<file path="src/rtl/loader_pkg.sv">
// Shared types and constants for the UART program loader.
package loader_pkg;

  localparam int LEN_BYTES  = 4;
  localparam int WORD_BYTES = 4;

  typedef enum logic [1:0] {RX_IDLE, RX_START, RX_DATA, RX_STOP} rx_state_t;
  typedef enum logic [2:0] {L_LEN, L_DATA, L_CSUM, L_DONE, L_ERR} ld_state_t;

  function automatic int clks_per_bit(input int clk_freq, input int baud);
    return clk_freq / baud;
  endfunction

endpackage

</file>
<file path="src/rtl/uart_rx_byte.sv">
// 8N1 byte receiver: 2-FF synchroniser, mid-bit sampling, start-glitch rejection.
module uart_rx_byte
  import loader_pkg::*;
#(
  parameter int CLK_FREQ = 25000000,
  parameter int BAUD     = 115200
) (
  input  logic       CLK,
  input  logic       RST,
  input  logic       rxd,
  output logic       byte_valid,
  output logic [7:0] byte_data,
  output logic       frame_err
);

  localparam int CPB = clks_per_bit(CLK_FREQ, BAUD);
  localparam int CW  = $clog2(CPB + 1);
  localparam logic [CW-1:0] BIT_LAST  = CW'(CPB - 1);
  localparam logic [CW-1:0] HALF_LAST = CW'(CPB / 2 - 1);

  logic            sync1_q, sync2_q, prev_q;
  rx_state_t       state_q, state_d;
  logic [CW-1:0]   cnt_q;
  logic [2:0]      bit_q;
  logic [7:0]      shreg_q;
  logic            bit_end, half_end;

  assign bit_end  = (cnt_q == BIT_LAST);
  assign half_end = (cnt_q == HALF_LAST);

  always_ff @(posedge CLK) begin
    if (!RST) begin
      sync1_q <= 1'b1;
      sync2_q <= 1'b1;
      prev_q  <= 1'b1;
      state_q <= RX_IDLE;
    end else begin
      sync1_q <= rxd;
      sync2_q <= sync1_q;
      prev_q  <= sync2_q;
      state_q <= state_d;
    end
  end

  // Counter restarts on every state change and at each bit boundary.
  always_ff @(posedge CLK) begin
    if (!RST) begin
      cnt_q   <= '0;
      bit_q   <= '0;
      shreg_q <= '0;
    end else begin
      if (state_d != state_q || state_q == RX_IDLE || bit_end) cnt_q <= '0;
      else                                                     cnt_q <= cnt_q + 1'b1;
      if (state_q == RX_DATA && bit_end) begin
        shreg_q <= {sync2_q, shreg_q[7:1]};
        bit_q   <= bit_q + 1'b1;
      end
    end
  end

  always_comb begin
    state_d = state_q;
    case (state_q)
      RX_IDLE:  if (prev_q && !sync2_q) state_d = RX_START;
      RX_START: if (half_end) state_d = sync2_q ? RX_IDLE : RX_DATA;
      RX_DATA:  if (bit_end && bit_q == 3'd7) state_d = RX_STOP;
      RX_STOP:  if (bit_end) state_d = RX_IDLE;
      default:  state_d = RX_IDLE;
    endcase
  end

  always_comb begin
    byte_valid = 1'b0;
    frame_err  = 1'b0;
    if (state_q == RX_STOP && bit_end) begin
      byte_valid = sync2_q;
      frame_err  = !sync2_q;
    end
  end

  assign byte_data = shreg_q;

endmodule

</file>
<file path="src/rtl/uart_mem_loader.sv">
// Loads a length-prefixed program image from UART into word memory, holding the core in reset.
// Optional trailer checksum byte enabled by defining LOADER_CHECKSUM_EN.
module uart_mem_loader
  import loader_pkg::*;
#(
  parameter int CLK_FREQ = 25000000,
  parameter int BAUD     = 115200,
  parameter int ADDR_W   = 14
) (
  input  logic              CLK,
  input  logic              RST,
  input  logic              rxd,
  output logic              mem_we,
  output logic [ADDR_W-1:0] mem_addr,
  output logic [31:0]       mem_wdata,
  output logic              core_rst_n,
  output logic              busy,
  output logic              done,
  output logic              err
);

  localparam logic [32:0] MAX_N = 33'(1) << ADDR_W;
`ifdef LOADER_CHECKSUM_EN
  localparam ld_state_t AFTER_DATA = L_CSUM;
`else
  localparam ld_state_t AFTER_DATA = L_DONE;
`endif

  logic        byte_valid, frame_err;
  logic [7:0]  byte_data;

  uart_rx_byte #(.CLK_FREQ(CLK_FREQ), .BAUD(BAUD)) u_rx (
    .CLK        (CLK),
    .RST        (RST),
    .rxd        (rxd),
    .byte_valid (byte_valid),
    .byte_data  (byte_data),
    .frame_err  (frame_err)
  );

  ld_state_t         st_q, st_d;
  logic [1:0]        bcnt_q;
  logic [31:0]       len_q;
  logic [23:0]       word_q;
  logic [31:0]       wdata_q;
  logic [ADDR_W:0]   addr_q;
  logic              we_q;
  logic [31:0]       len_full, word_full;
  logic              last_write;
`ifdef LOADER_CHECKSUM_EN
  logic [7:0]        csum_q;
`endif

  assign len_full   = {byte_data, len_q[31:8]};
  assign word_full  = {byte_data, word_q};
  // Address is one bit wider than the memory so N == 2**ADDR_W ends without wrapping.
  assign last_write = we_q && ((addr_q + 1'b1) == len_q[ADDR_W:0]);

  always_ff @(posedge CLK) begin
    if (!RST) st_q <= L_LEN;
    else      st_q <= st_d;
  end

  always_comb begin
    st_d = st_q;
    case (st_q)
      L_LEN: begin
        if (frame_err) st_d = L_ERR;
        else if (byte_valid && bcnt_q == 2'(LEN_BYTES - 1)) begin
          if ({1'b0, len_full} > MAX_N) st_d = L_ERR;
          else if (len_full == 32'd0)   st_d = AFTER_DATA;
          else                          st_d = L_DATA;
        end
      end
      L_DATA: begin
        if (frame_err)       st_d = L_ERR;
        else if (last_write) st_d = AFTER_DATA;
      end
      L_CSUM: begin
        if (frame_err) st_d = L_ERR;
`ifdef LOADER_CHECKSUM_EN
        else if (byte_valid) st_d = (8'(csum_q + byte_data) == 8'h00) ? L_DONE : L_ERR;
`endif
      end
      default: st_d = st_q;
    endcase
  end

  always_ff @(posedge CLK) begin
    if (!RST) begin
      bcnt_q  <= '0;
      len_q   <= '0;
      word_q  <= '0;
      wdata_q <= '0;
      addr_q  <= '0;
      we_q    <= 1'b0;
`ifdef LOADER_CHECKSUM_EN
      csum_q  <= '0;
`endif
    end else begin
      we_q <= 1'b0;
      if (we_q) addr_q <= addr_q + 1'b1;
      if (byte_valid) begin
        case (st_q)
          L_LEN: begin
            len_q  <= len_full;
            bcnt_q <= bcnt_q + 1'b1;
          end
          L_DATA: begin
            word_q <= word_full[31:8];
            bcnt_q <= bcnt_q + 1'b1;
`ifdef LOADER_CHECKSUM_EN
            csum_q <= csum_q + byte_data;
`endif
            if (bcnt_q == 2'(WORD_BYTES - 1)) begin
              we_q    <= 1'b1;
              wdata_q <= word_full;
            end
          end
          default: ;
        endcase
      end
    end
  end

  always_comb begin
    mem_we     = we_q;
    mem_addr   = addr_q[ADDR_W-1:0];
    mem_wdata  = wdata_q;
    done       = (st_q == L_DONE);
    core_rst_n = (st_q == L_DONE);
    err        = (st_q == L_ERR);
    busy       = (st_q == L_LEN && bcnt_q != 2'd0) || st_q == L_DATA || st_q == L_CSUM;
  end

endmodule

</file>
<file path="config.mk">
export PLATFORM = sky130hd
export DESIGN_NAME = uart_mem_loader
export DESIGN_NICKNAME = d
export VERILOG_FILES = /design/src/rtl/loader_pkg.sv /design/src/rtl/uart_rx_byte.sv /design/src/rtl/uart_mem_loader.sv
export SDC_FILE = /design/constraint.sdc
export NUM_CORES = 1
export LEC_CHECK = 0
export ABC_AREA = 1
export CORE_MARGIN = 8
export CORE_UTILIZATION = 48
export CTS_BUF_LIST = sky130_fd_sc_hd__clkbuf_8
export CTS_CLUSTER_SIZE = 25
export DETAILED_ROUTE_END_ITERATION = 16
export GPL_TIMING_DRIVEN = 0
export PLACE_DENSITY = 0.71
export SLEW_MARGIN = 20
export SYNTH_ARGS = -nofsm -noshare
export SYNTH_HDL_FRONTEND = slang
export SYNTH_HIERARCHICAL = 1
export SYNTH_SLANG_ARGS = --single-unit
export TNS_END_PERCENT = 50
</file>
<file path="constraint.sdc">
create_clock -name CLK -period 1.7 [get_ports CLK]
set_input_delay 0.34 -clock CLK [delete_from_list [all_inputs] [get_ports CLK]]
set_output_delay 0.34 -clock CLK [all_outputs]
set_load 0.02 [all_outputs]
</file>
Word-level counts from Yosys, hierarchy flattened:

Cells that the tools add are included.

* add/subtract/negate cells: 4
* order comparisons: 1
* equality and inequality tests: 16
* muxes and demuxes: 17
* bitwise gates (word level): 1
* reduce and logical (&&, ||, !) cells: 25

Operator list (count)
* $gt 32x15->1 const B: 1
* $logic_not 32->1: 1
* $mux 3: 6
* $add 15x1->15 const B: 1
* $eq 15x15->1: 1
* $mux 2: 6
* $pmux 3 s3: 1
* $add 8x1->8 const B: 1
* $eq 8x7->1 const B: 1
* $eq 8x8->1 const B: 1
* $pmux 2 s4: 1
* $logic_and 1x1->1: 7
* $eq 2x2->1 const B: 3
* $eq 3x2->1 const B: 2
* $eq 3x3->1 const B: 2
* $ne 3x3->1 const B: 2
* $reduce_and 2->1: 3
* $reduce_and 3->1: 2
* $logic_or 1x1->1: 4
* $reduce_and 4->1: 1
* $reduce_or 2->1: 2
* $add 3x1->3 const B: 1
* $eq 3x1->1 const B: 1
* $logic_not 3->1: 1
* other kinds (10): 12

* register bits: 133
* input port bits: 3
* word-level logic and storage cells: 78

Depth between registers and ports, before layout:

* depth in word-level cells: 8
* gate-level depth with buffers: 18

By module:

Netlist, hierarchy kept.

By module, submodules not included
* uart_mem_loader: times used 1, cells an instance 653, area each 4738.3 sq um, seq. area each 2182.1 sq um
* uart_rx_byte: times used 1, cells an instance 132, area each 1037.2 sq um, seq. area each 480.5 sq um

Worst setup path before layout:

OpenSTA, ideal clock, no wires.

* path kind: register to register
* start point: reg u_rx.cnt_q[0]
* end point: reg wdata_q[16] (netlist: mem_wdata[16])
* library setup time: 74 ps
* arrival time: 1748 ps
* required time: 1626 ps
* slack: -122 ps
* cell stages (with the launch flop): 14
* buffers on the path: 1
* clock period less this slack: 1822 ps
* cell sequence: dfxtp_1 inv_1 ha_1 nand2_1 nor2_4 nand4_1 nor2_1 nand2_1 nor2_4 inv_2 nor2_4 inv_2 clkbuf_1 o21ai_0

* cells in the longest elaborated chain, start to end: 4

RTL lines
* from (decl): RTL line uart_rx_byte.sv:23 `logic [CW-1:0] cnt_q;`
* from (signal assigned): RTL line uart_rx_byte.sv:53 `else cnt_q <= cnt_q + 1'b1;`
* $eq 8x8->1: RTL line uart_rx_byte.sv:28 `assign bit_end = (cnt_q == BIT_LAST);`
* $logic_and 1x1->1: RTL line uart_rx_byte.sv:75 `if (state_q == RX_STOP && bit_end) begin`
* $mux 1: RTL line uart_rx_byte.sv:75
* net byte_valid: RTL line uart_mem_loader.sv:29 `logic byte_valid, frame_err;`
* $reduce_and 3->1 (no source line)
* to (signal assigned): RTL line uart_mem_loader.sv:117 `wdata_q <= word_full;`
* to (decl): RTL line uart_mem_loader.sv:45 `logic [31:0] wdata_q;`

The timed path passes the listed nets, and every way through them passes these cells.
A chain may end at the register's enable or synchronous reset.

Final worst setup path:

* start point: reg u_rx.cnt_q[0]
* end point: reg st_q[0]

* cells in the longest elaborated chain, start to end: 6
* elaborated cells between the ends (all ways): 12

RTL lines
* $eq 8x8->1: RTL line uart_rx_byte.sv:28
* $logic_and 1x1->1: RTL line uart_rx_byte.sv:75
* $mux 1: RTL line uart_rx_byte.sv:75
* net byte_valid: RTL line uart_mem_loader.sv:29
* $logic_and 1x1->1: RTL line uart_mem_loader.sv:69 `else if (byte_valid && bcnt_q == 2'(LEN_BYTES - 1)) begin`
* $ne 3x3->1 (no source line)
* $reduce_and 4->1 (no source line)
* to (signal assigned): RTL line uart_mem_loader.sv:61 `else st_q <= st_d;`
* to (decl): RTL line uart_mem_loader.sv:41 `ld_state_t st_q, st_d;`

The timed path passes the listed nets, and every way through them passes these cells.

==> reports/metrics.yaml <==
worst_setup_path:
  cp-end-kind: "register"
  path_class: "register to register"
  reg2reg_depth: 18
  critPathMaxFanout: 3
  crit_arrival_ps: 2520
  critPathLaunchType: "register"
  cp.required_ps: 2100
clock_tree:
  htreeDepth: 4
  cts_buffer_depth: 2
  cts_sinks: 133
  numCtsBuffers: 17
  ctsHoldBuffers: 0
  cts_tree: "built"
  clkLatencyLatePin_ps: 450
  clockRootBuffer: "clkbuf_8"
  clk_pin_slew_ps: 70
sta:
  layout_min_cycle_time_ps: 2120
  setup-violations-final: 95
  setup_slack_ps: -419
  grt_setup_unrepaired: "yes"
  worstMarginPinSlew_ps: 538
  fin_crit_sh: 1.25
  final.setup.tns_ps: -25240
  hold_violations: 0
  fmaxAchievable_mhz: 472
  relSlewSlack: 0.641
  final_max_slew_viol_count: 0
  finClkSkew_ps: 7.48
layout:
  final_nets: 895
  antennaDiodeCount: 0
  syn2layout_area_growth_pct: 31.9
  drive_gt1_frac: 0.259
  stdcell_area_um2: 7620
drt:
  wl_met2_um: 7810
  vias_per_cell: 5.35
  wl_met1_um: 6760
  wl_met3_um: 1080
  drc: 0
  drt_wl_total_um: 16000
  drt_iter0_drc: 491
  drtAntennaViolNets: 0
  num_vias: 5591
  top_layer: "met4"
  drt-wirelength-per-cell_um: 15.3
  firstDrtPassIters: 5
die:
  num_rows: 40
  dieWidth_um: 126
  start_util: 0.487
  core-area_um2: 11900
  ios: 54
  die_h_um: 126
  dieArea_um2: 15800
worst_hold_path:
  hold-path-cell-count: 1
  hold_class: "register to register"
placement:
  portBuffers: 53
  place_congestion: 0.919
  post-place-ws_ps: -716
  dpl.hpwl_um: 10500
  dpl_cell_area_um2: 6530
logic_synthesis:
  yosysTopAreaCell: "dfxtp_1"
  synth-edff-count: 0
  yosys-top-cells-count: "dfxtp_1, nor2_1, o21ai_0"
  ys_seq_area_frac: 0.461
  yosys-top-cells-area: "dfxtp_1, o21ai_0, nand3_1"
  synth_nets: 795
  synth_async_sr_flop_share: 0
  synth.most_common_cell: "dfxtp_1"
  synth.distinct_cells: 30
  synth-seq-cells: 133
  yosys.area.top_type_share: 0.461
  ys.flop_type: "dfxtp_1"
  synthCells: 785
  yosys_warnings: 6
  synth_area_um2: 5780
  avgSynthCellArea_um2: 7.36
global_routing:
  grt_pass1_wl_um: 25200
  antenna_found_initial: 0
  grt_pass1_vias: 5260
  grt.overflow.total: 0
  grt_max_degree: 17
  grt_usage: 0.195
power_and_ir_drop:
  peakVddDrop_mv: 0.875
  leakage_uw: 0.00338
  pwr_density_cell_nw_per_um2: 792
run_status:
  outcome: "finished with violations"
  failed_checks: "setup timing"
flow_run:
  cap_viol_max_count: 0
==> sequential cells by signal (all words and copies together) (netlist names) <==
signal and count:
bcnt_q 2, mem_wdata 32, u_rx/prev_q 1, u_rx/sync1_q 1, addr_q 15, len_q 32
u_rx/bit_q 3, st_q 3, u_rx/cnt_q 8, u_rx/byte_data 8, word_q 24, u_rx/state_q 2
mem_we 1, u_rx/sync2_q 1
==> area by class of cell <==
| type | count | area (um2) |
|---|---|---|
| Buffer | 46 | 368 |
| Clock buffer | 19 | 262 |
| Clock inverter | 13 | 156 |
| Fill cell | 963 | 4240 |
| Inverter | 102 | 400 |
| Multi-Input combinational cell | 504 | 2810 |
| Sequential cell | 133 | 2690 |
| Tap cell | 147 | 184 |
| Timing Repair Buffer | 81 | 749 |
==> critical path: stages (launching register included) <==
cell     delay [ps]
dfxtp_2         320
inv_2            60
ha_4            140
nand2_4          50
nor2_4           90
nand4_1         170
nor2_4          200
nand2_2          80
inv_1            70
nand3_2          70
nand3_2          80
nand3_2          70
nor2_1          110
nand3_1         100
nor2_1          110
nand3_1         120
nand3_1         130
nand2_1          60
inv_1            40
==> through the flow <==
step,cells,hold slack (ps),total power (uW),util
2_1_floorplan,785,393,3270,-
3_3_place_gp,985,399,3300,0.550
3_5_place_dp,985,406,3300,0.550
4_1_cts,1031,425,6040,0.611
5_1_grt,1045,446,6220,0.642
6_report,1045,421,6030,0.642
==> metal layers <==
| layer | GRT usage | up-vias |
|---|---|---|
| met2 | 0.316 | 182 |
| met4 | 0.0781 | 0 |
| met3 | 0.0612 | 28 |
| met1 | 0.236 | 2626 |
| met5 | 0 | - |
| li1 | - | 2755 |
==> cells by family (layout without fill, tap and decap cells) <==
group,after synthesis,count (layout),share of synthesized area
fa+ha+maj,7,7,0.0152
buf+inv,148,261,0.108
flops,133,133,0.461
simple gates,321,321,0.252
xor+xnor,6,6,0.00910
compound gates,170,170,0.155
==> power by group <==
part | total (uW) | internal [uW] | switching (uW)
logic | 133 | 38.4 | 94.7
registers | 3120 | 3120 | 3.38
clock network | 2780 | 1520 | 1260
total | 6030 | 4680 | 1360
==> path summary, 6_finish.rpt <==
check                              startpoint            to  slack (ps)
worst max-delay path            u_rx/cnt_q[0]       st_q[0]        -420
worst min-delay path             u_rx/sync1_q  u_rx/sync2_q         420
worst max register to register  u_rx/cnt_q[0]       st_q[0]        -420
worst min register to register   u_rx/sync1_q  u_rx/sync2_q         420
==> repair_timing <==
item	in CTS	in global routing
pin swaps	19	14
gates resized for setup	158	102
setup buffers	12	13
cloned	2	4
endpoints found under the setup margin	154	107
==> layout by cell type, fill, tap and decap left out, types with 9 or more instances in the layout <==
| master | count |
|---|---|
| a211oi_1 | 9 |
| o21ai_0 | 63 |
| dfxtp_1 | 116 |
| nor2_4 | 16 |
| buf_6 | 15 |
| nor2_1 | 91 |
| clkbuf_8 | 19 |
| dlygate4sd2_1 | 33 |
| inv_1 | 89 |
| nand2_1 | 86 |
| buf_4 | 47 |
| a21oi_1 | 40 |
| o21ai_1 | 18 |
| nand3_2 | 12 |
| o21ai_2 | 21 |
| a21oi_2 | 9 |
| nand2_2 | 14 |
| nand3_1 | 72 |
| dfxtp_2 | 16 |
No activity file was read; power rests on OpenSTA's default activity.
